[src/rtl/pooling_engine_pkg.sv]
// Shared types and width helpers for the streaming pooling engine.
package pooling_pkg;

    typedef enum logic {
        POOL_MAX = 1'b0,
        POOL_AVG = 1'b1
    } pool_mode_e;

    typedef enum logic [1:0] {
        IDLE  = 2'd0,
        RUN   = 2'd1,
        FLUSH = 2'd2
    } pool_state_e;

    // Average divides by WIN*WIN, i.e. a right shift of 2*log2(WIN).
    function automatic int pool_shift(input int win);
        return 2 * $clog2(win);
    endfunction

    function automatic int pool_acc_w(input int dw, input int win);
        return dw + pool_shift(win);
    endfunction

endpackage

[src/rtl/pooling_engine_if.sv]
// Control, configuration and pixel stream bundle of the pooling engine.
interface pooling_engine_if #(
    parameter int DATA_WIDTH = 8,
    parameter int CHANNELS   = 4,
    parameter int MAX_COLS   = 32,
    parameter int MAX_ROWS   = 32
);
    logic                           start;
    logic                           cfg_mode;
    logic [$clog2(MAX_COLS):0]      cfg_cols;
    logic [$clog2(MAX_ROWS):0]      cfg_rows;
    logic                           in_valid;
    logic [CHANNELS*DATA_WIDTH-1:0] in_data;
    logic                           in_ready;
    logic                           out_valid;
    logic [CHANNELS*DATA_WIDTH-1:0] out_data;
    logic                           out_ready;
    logic                           busy;
    logic                           done;

    modport master (
        output start, cfg_mode, cfg_cols, cfg_rows, in_valid, in_data, out_ready,
        input  in_ready, out_valid, out_data, busy, done
    );

    modport slave (
        input  start, cfg_mode, cfg_cols, cfg_rows, in_valid, in_data, out_ready,
        output in_ready, out_valid, out_data, busy, done
    );

endinterface

[src/rtl/pooling_engine_lane_combine.sv]
// Single-lane combine: signed max or signed add of two accumulator-width operands.
module pool_lane_combine
    import pooling_pkg::*;
#(
    parameter int ACC_W = 10
) (
    input  pool_mode_e               mode,
    input  logic signed [ACC_W-1:0]  a,
    input  logic signed [ACC_W-1:0]  b,
    output logic signed [ACC_W-1:0]  y
);

    always_comb begin
        if (mode == POOL_AVG) y = a + b;
        else                  y = (a > b) ? a : b;
    end

endmodule

[src/rtl/pooling_engine.sv]
// Streaming WIN x WIN max/average pooling over CHANNELS lanes with a partial-row line buffer.
// Optional POOLING_RELU_EN clamps every pooled lane at zero.
module pooling_engine
    import pooling_pkg::*;
#(
    parameter int DATA_WIDTH = 8,
    parameter int CHANNELS   = 4,
    parameter int MAX_COLS   = 32,
    parameter int MAX_ROWS   = 32,
    parameter int WIN        = 2
) (
    input  logic             clk,
    input  logic             rst,
    pooling_engine_if.slave  bus
);

    localparam int DW    = DATA_WIDTH;
    localparam int ACC_W = pool_acc_w(DATA_WIDTH, WIN);
    localparam int SHIFT = pool_shift(WIN);
    localparam int LW    = $clog2(WIN);
    localparam int CW    = $clog2(MAX_COLS);
    localparam int RW    = $clog2(MAX_ROWS);
    localparam int NBUF  = MAX_COLS / WIN;

    pool_state_e          state, nxt;
    pool_mode_e           mode_q;
    logic [CW:0]          cols_q;
    logic [RW:0]          rows_q;
    logic [CW-1:0]        col_q;
    logic [RW-1:0]        row_q;
    logic                 in_ready, in_fire, out_fire, done;
    logic                 last_col, last_row, win_end, win_last_row;
    logic [LW-1:0]        wc, wr;
    logic [CW-LW-1:0]     buf_idx;

    logic signed [ACC_W-1:0] h_p0   [CHANNELS];
    logic signed [ACC_W-1:0] lb     [NBUF][CHANNELS];
    logic signed [ACC_W-1:0] pix_ext[CHANNELS];
    logic signed [ACC_W-1:0] h_comb [CHANNELS];
    logic signed [ACC_W-1:0] h_next [CHANNELS];
    logic signed [ACC_W-1:0] lb_rd  [CHANNELS];
    logic signed [ACC_W-1:0] v_comb [CHANNELS];

    logic                       vld_p1;
    logic [CHANNELS*DW-1:0]     out_data_p1;

    function automatic logic signed [ACC_W-1:0] avg_shift(input logic signed [ACC_W-1:0] v,
                                                           input pool_mode_e m);
        return (m == POOL_AVG) ? (v >>> SHIFT) : v;
    endfunction

    function automatic logic signed [DW-1:0] relu_clamp(input logic signed [ACC_W-1:0] v);
        logic signed [ACC_W-1:0] s;
        s = v;
`ifdef POOLING_RELU_EN
        if (s < 0) s = '0;
`endif
        return DW'(s);
    endfunction

    assign wc           = col_q[LW-1:0];
    assign wr           = row_q[LW-1:0];
    assign buf_idx      = col_q[CW-1:LW];
    assign last_col     = ({1'b0, col_q} == cols_q - (CW+1)'(1));
    assign last_row     = ({1'b0, row_q} == rows_q - (RW+1)'(1));
    assign win_end      = (wc == LW'(WIN - 1));
    assign win_last_row = (wr == LW'(WIN - 1));
    assign in_fire      = bus.in_valid && in_ready;
    assign out_fire     = vld_p1 && bus.out_ready;

    for (genvar c = 0; c < CHANNELS; c++) begin : g_lane
        logic signed [DW-1:0] pix;
        assign pix        = bus.in_data[c*DW +: DW];
        assign pix_ext[c] = ACC_W'(pix);
        assign h_next[c]  = (wc == '0) ? pix_ext[c] : h_comb[c];
        assign lb_rd[c]   = lb[buf_idx][c];

        pool_lane_combine #(.ACC_W(ACC_W)) u_h_comb (
            .mode (mode_q), .a (h_p0[c]), .b (pix_ext[c]), .y (h_comb[c])
        );
        pool_lane_combine #(.ACC_W(ACC_W)) u_v_comb (
            .mode (mode_q), .a (lb_rd[c]), .b (h_next[c]), .y (v_comb[c])
        );
    end

    // Control: state, latched configuration and raster counters.
    always_ff @(posedge clk or posedge rst) begin
        if (rst) begin
            state  <= IDLE;
            mode_q <= POOL_MAX;
            cols_q <= '0;
            rows_q <= '0;
            col_q  <= '0;
            row_q  <= '0;
        end else begin
            state <= nxt;
            if (state == IDLE && bus.start) begin
                mode_q <= pool_mode_e'(bus.cfg_mode);
                cols_q <= bus.cfg_cols;
                rows_q <= bus.cfg_rows;
                col_q  <= '0;
                row_q  <= '0;
            end else if (in_fire) begin
                if (last_col) begin
                    col_q <= '0;
                    row_q <= row_q + RW'(1);
                end else begin
                    col_q <= col_q + CW'(1);
                end
            end
        end
    end

    always_comb begin
        nxt      = state;
        in_ready = 1'b0;
        done     = 1'b0;
        case (state)
            IDLE:  if (bus.start) nxt = RUN;
            RUN: begin
                in_ready = !vld_p1 || bus.out_ready;
                if (bus.in_valid && in_ready && last_col && last_row) nxt = FLUSH;
            end
            FLUSH: begin
                if (out_fire) begin
                    done = 1'b1;
                    nxt  = IDLE;
                end
            end
            default: nxt = IDLE;
        endcase
    end

    // Stage p0: horizontal accumulator and line buffer of partial windows.
    always_ff @(posedge clk) begin
        if (in_fire) begin
            for (int c = 0; c < CHANNELS; c++) begin
                h_p0[c] <= h_next[c];
                if (win_end && !win_last_row)
                    lb[buf_idx][c] <= (wr == '0) ? h_next[c] : v_comb[c];
            end
        end
    end

    // Stage p1: pooled output register, held while downstream stalls.
    always_ff @(posedge clk or posedge rst) begin
        if (rst) begin
            vld_p1      <= 1'b0;
            out_data_p1 <= '0;
        end else if (in_fire && win_end && win_last_row) begin
            vld_p1 <= 1'b1;
            for (int c = 0; c < CHANNELS; c++)
                out_data_p1[c*DW +: DW] <= relu_clamp(avg_shift(v_comb[c], mode_q));
        end else if (out_fire) begin
            vld_p1 <= 1'b0;
        end
    end

    assign bus.in_ready  = in_ready;
    assign bus.out_valid = vld_p1;
    assign bus.out_data  = out_data_p1;
    assign bus.busy      = (state != IDLE);
    assign bus.done      = done;

endmodule

[src/flat_wrapper.sv]
// flat-port wrapper written by rule: the top's interface ports become plain ports
module pooling_engine_flat import pooling_pkg::*;
#(
    parameter int DATA_WIDTH = 8,
    parameter int CHANNELS   = 4,
    parameter int MAX_COLS   = 32,
    parameter int MAX_ROWS   = 32,
    parameter int WIN        = 2
)
  (clk, rst, bus_start, bus_cfg_mode, bus_cfg_cols, bus_cfg_rows, bus_in_valid, bus_in_data, bus_out_ready, bus_in_ready, bus_out_valid, bus_out_data, bus_busy, bus_done);
  pooling_engine_if #(.DATA_WIDTH(DATA_WIDTH), .CHANNELS(CHANNELS), .MAX_COLS(MAX_COLS), .MAX_ROWS(MAX_ROWS)) bus_i ();
  input  logic clk;
  input  logic rst;
  input wire logic [$bits(bus_i.start)-1:0] bus_start;
  input wire logic [$bits(bus_i.cfg_mode)-1:0] bus_cfg_mode;
  input wire logic [$bits(bus_i.cfg_cols)-1:0] bus_cfg_cols;
  input wire logic [$bits(bus_i.cfg_rows)-1:0] bus_cfg_rows;
  input wire logic [$bits(bus_i.in_valid)-1:0] bus_in_valid;
  input wire logic [$bits(bus_i.in_data)-1:0] bus_in_data;
  input wire logic [$bits(bus_i.out_ready)-1:0] bus_out_ready;
  output wire logic [$bits(bus_i.in_ready)-1:0] bus_in_ready;
  output wire logic [$bits(bus_i.out_valid)-1:0] bus_out_valid;
  output wire logic [$bits(bus_i.out_data)-1:0] bus_out_data;
  output wire logic [$bits(bus_i.busy)-1:0] bus_busy;
  output wire logic [$bits(bus_i.done)-1:0] bus_done;
  assign bus_i.start = bus_start;
  assign bus_i.cfg_mode = bus_cfg_mode;
  assign bus_i.cfg_cols = bus_cfg_cols;
  assign bus_i.cfg_rows = bus_cfg_rows;
  assign bus_i.in_valid = bus_in_valid;
  assign bus_i.in_data = bus_in_data;
  assign bus_i.out_ready = bus_out_ready;
  assign bus_in_ready = bus_i.in_ready;
  assign bus_out_valid = bus_i.out_valid;
  assign bus_out_data = bus_i.out_data;
  assign bus_busy = bus_i.busy;
  assign bus_done = bus_i.done;
  pooling_engine #(.DATA_WIDTH(DATA_WIDTH), .CHANNELS(CHANNELS), .MAX_COLS(MAX_COLS), .MAX_ROWS(MAX_ROWS), .WIN(WIN)) u_core (.clk(clk), .rst(rst), .bus(bus_i));
endmodule
[config.mk]
export PLATFORM = sky130hd
export DESIGN_NAME = pooling_engine_flat
export DESIGN_NICKNAME = d
export VERILOG_FILES = /design/src/rtl/pooling_engine_pkg.sv /design/src/rtl/pooling_engine_if.sv /design/src/rtl/pooling_engine_lane_combine.sv /design/src/rtl/pooling_engine.sv /design/src/flat_wrapper.sv
export SDC_FILE = /design/constraint.sdc
export NUM_CORES = 1
export LEC_CHECK = 0
export BUFFER_PORTS_ARGS = -buffer_cell sky130_fd_sc_hd__buf_2
export CAP_MARGIN = 20
export CORE_UTILIZATION = 30
export CTS_CLUSTER_DIAMETER = 100
export DETAILED_ROUTE_END_ITERATION = 10
export GPL_TIMING_DRIVEN = 0
export PLACE_DENSITY = 0.53
export SLEW_MARGIN = 20
export SYNTH_ARGS = -nofsm -noshare
export SYNTH_HDL_FRONTEND = slang
export SYNTH_SLANG_ARGS = --single-unit
export TNS_END_PERCENT = 20
[constraint.sdc]
create_clock -name clk -period 13.3 [get_ports clk]
set_input_delay 1.33 -clock clk [delete_from_list [all_inputs] [get_ports clk]]
set_output_delay 1.33 -clock clk [all_outputs]
set_load 0.05 [all_outputs]
==> run_results.csv <==
group,metric,value,unit
clocking,cts_setup_buffers,0,
route,drt_iter0_markers,2236,
clocking,numCtsBuffers,79,
synthesis,synth_flop_cell,"edfxtp_1",
finish,fillers,11120,
critical_path,required,13.59,ns
critical_path,worstSetupPathType,"in -> reg",
clocking,cts_sinks,738,
placement,gp_congestion,0.9219,
finish,diodes,0,
synthesis,yosysSeqAreaShare,61.31,%
finish,finalNetCount,2805,
clocking,cts_resized,0,
critical_path,cp-startpoint,"bus_in_data[7]",
route,wl_per_cell,26.56,um
sta,period_needed,7.071,ns
sta,post-route-period-util,53.17,%
finish,drive_gt1_share,21.63,%
floorplanning,rows,126,
critical_path,reg2reg_from,"u_core.mode_q",
sta,slew_headroom,20.50,%
sta,skew,0.03628,ns
critical_path,crit_fanout,16,
clocking,clock_path_buffers,3,
route,viasPerCell,5.392,
grt,grt_max_degree,50,
clocking,htreeDepth,3,
sta,slew_violations,0,
placement,placed_cells,4044,
synthesis,syn_nets,2564,
sta,rsz0062_at_grt,"false",
sta,setup_viol_count_final,0,
floorplanning,die_w,346.8,um
floorplanning,coreArea,117900,um2
run,cap_violations,0,
hold_path,min_path_type,"reg -> reg",
clocking,cts_root_buf,"clkbuf_16",
synthesis,ys_top_cells_by_area,"edfxtp_1, mux4_2, ha_1, dfrtp_1, inv_1",
sta,hold_violations,0,
route,drc,0,
finish,area_growth,17.62,%
synthesis,synthArstFlopShare,7.859,%
synthesis,synth_cell_type_count,91,
synthesis,synthAdderAreaFrac,5.920,%
sta,worst_pin_slew,1.187,ns
synthesis,avgSynthCellArea,15.18,um2
grt,grt_pass1_wl,161500,um
synthesis,muxShareOfSynthArea,12.89,%
synthesis,synth-seq-cells,738,
sta,holdWs,0.4944,ns
critical_path,worstSetupStartpointType,"primary input",
floorplanning,die_area,120300,um2
synthesis,post-synth-top-count-cell,"edfxtp_1",
critical_path,end_kind,"flip-flop",
floorplanning,dieHeight,346.8,um
floorplanning,start_util,30.25,%
grt,grt_use_total,18.28,%
clocking,cts_tree,"yes",
clocking,clk_pin_slew_worst_paths,0.06,ns
route,drt-pass1-iter-count,5,
floorplanning,ioPinCount,86,
synthesis,yosys.area_share.simple,6.562,%
synthesis,synth_xor_area_share,1.694,%
synthesis,synth_edf_count,680,
synthesis,synth.top_cells.by_count,"edfxtp_1, mux4_2, ha_1, inv_1, nand2_1",
synthesis,yosysWarningCount,0,
route,ant_nets,0,
clocking,insertion_delay,0.64,ns
sta,clock.fmax,141.4,MHz
hold_path,min-delay-start,"u_core.bus.out_data[8]",
synthesis,synth_top_family_by_area,"multiplexers",
finish,final_cells,4190,
synthesis,mappedNetlistArea,35680,um2
route,wirelength,111300,um
synthesis,syn_inst,2350,
grt,antenna_found_initial,2,
placement,place_hpwl,81900,um
synthesis,synth_top_area_share,57.24,%
grt,grt_remaining_overflow,0,
grt,first_global_vias,23000,
critical_path,worstPathArrival,7.36,ns
finish,final_util,35.58,%
synthesis,synth_compound_area_share,8.677,%
placement,port_buffers,85,
clocking,holdBufCountCts,0,
status,status,"completed",
route,via_count,22590,
sta,fin_tns_setup,0,ns
synthesis,yosysTopAreaCell,"edfxtp_1",
## logic make-up (layout without fill, tap and decap cells)
| logic type | Yosys count | count (layout) |
|---|---|---|
| flops | 738 | 738 |
| simple gates | 475 | 475 |
| compound gates | 437 | 437 |
| buf+inv | 253 | 557 |
| mux | 214 | 214 |
| fa+ha+maj | 164 | 164 |
| xor+xnor | 69 | 69 |
## flip-flops by register name, indices dropped and copies added, names as in the netlist
register              cells
u_core.bus.out_data      32
u_core.bus.out_valid      1
u_core.col_q              5
u_core.cols_q             6
u_core.h_p0              40
u_core.lb               640
u_core.mode_q             1
u_core.row_q              5
u_core.rows_q             6
u_core.state              2
## layer usage
| metal | share of wire (%) | wire length (um) | global-route usage (%) |
|---|---|---|---|
| met2 | 49 | 54250 | 30.90 |
| met1 | 43 | 48360 | 24.72 |
| met5 | 0 | 0 | 0 |
| met4 | 2.1 | 2307 | 4.506 |
| met3 | 5.7 | 6375 | 2.497 |
## through the flow
stage | setup WS, ns | cell area, um2
after floorplan | 5.660 | 35680
after global placement | 1.019 | 38020
after detailed placement | 5.751 | 39330
after CTS | 6.236 | 41920
after global routing | 6.022 | 41960
final | 6.229 | 41960
## cell usage in the layout, fill, tap and decap left out, types with 16 or more instances in the layout
| cell type | count |
|---|---|
| edfxtp_1 | 680 |
| mux4_2 | 196 |
| ha_1 | 156 |
| inv_1 | 145 |
| nand2_1 | 144 |
| buf_2 | 112 |
| a21oi_1 | 89 |
| clkbuf_16 | 82 |
| nor2_1 | 81 |
| clkbuf_1 | 80 |
| o21ai_0 | 59 |
| dfrtp_1 | 58 |
| nor3_1 | 43 |
| xnor2_1 | 42 |
| nand3_1 | 35 |
| buf_4 | 30 |
| nor2b_1 | 28 |
| nand2b_1 | 27 |
| xor2_1 | 27 |
| a22oi_1 | 26 |
| buf_6 | 22 |
| o211ai_1 | 18 |
| and3_1 | 16 |
| a31oi_1 | 16 |
| nand4_1 | 16 |
## cell type report
class                           instances  area (um2)  area share (%)
Clock inverter                         43       462.9           1.103
Clock buffer                          101        2123           5.060
Inverter                              149       561.8           1.339
Buffer                                104       498.0           1.187
Multi-Input combinational cell       1359       13000           30.99
Timing Repair Buffer                  160        1518           3.617
Tap cell                             1536        1922           4.580
Sequential cell                       738       21870           52.12
## critical path: stages
cell       delay (ns)
buf_2            0.15
inv_1            0.13
ha_1             0.41
a21o_1           0.19
a2111oi_0        0.68
o221a_1          0.33
buf_6            0.14
nor3_2           0.07
o311ai_1         0.82
inv_1            0.22
ha_1             0.46
nand4_1          0.15
nor3_1           0.21
a21oi_1          0.08
a31oi_1          0.89
o211ai_1         0.34
a2bb2oi_2        0.73
## worst paths after layout
kind                                           end  slack (ns)  cells after the start
min in group asynchronous         u_core.rows_q[3]        0.61                      2
setup / recovery                  u_core.lb[8][35]        6.23                     17
hold / removal              u_core.bus.out_data[8]        0.49                      2
hold reg to reg             u_core.bus.out_data[8]        0.49                      2
setup reg to reg                  u_core.lb[3][11]        6.46                     15
max in group asynchronous  u_core.bus.out_data[26]       12.14                      3
Power is left out: the tool's default activity adds up to more than one toggle a clock period on the data nets, which glitch-free logic cannot reach.
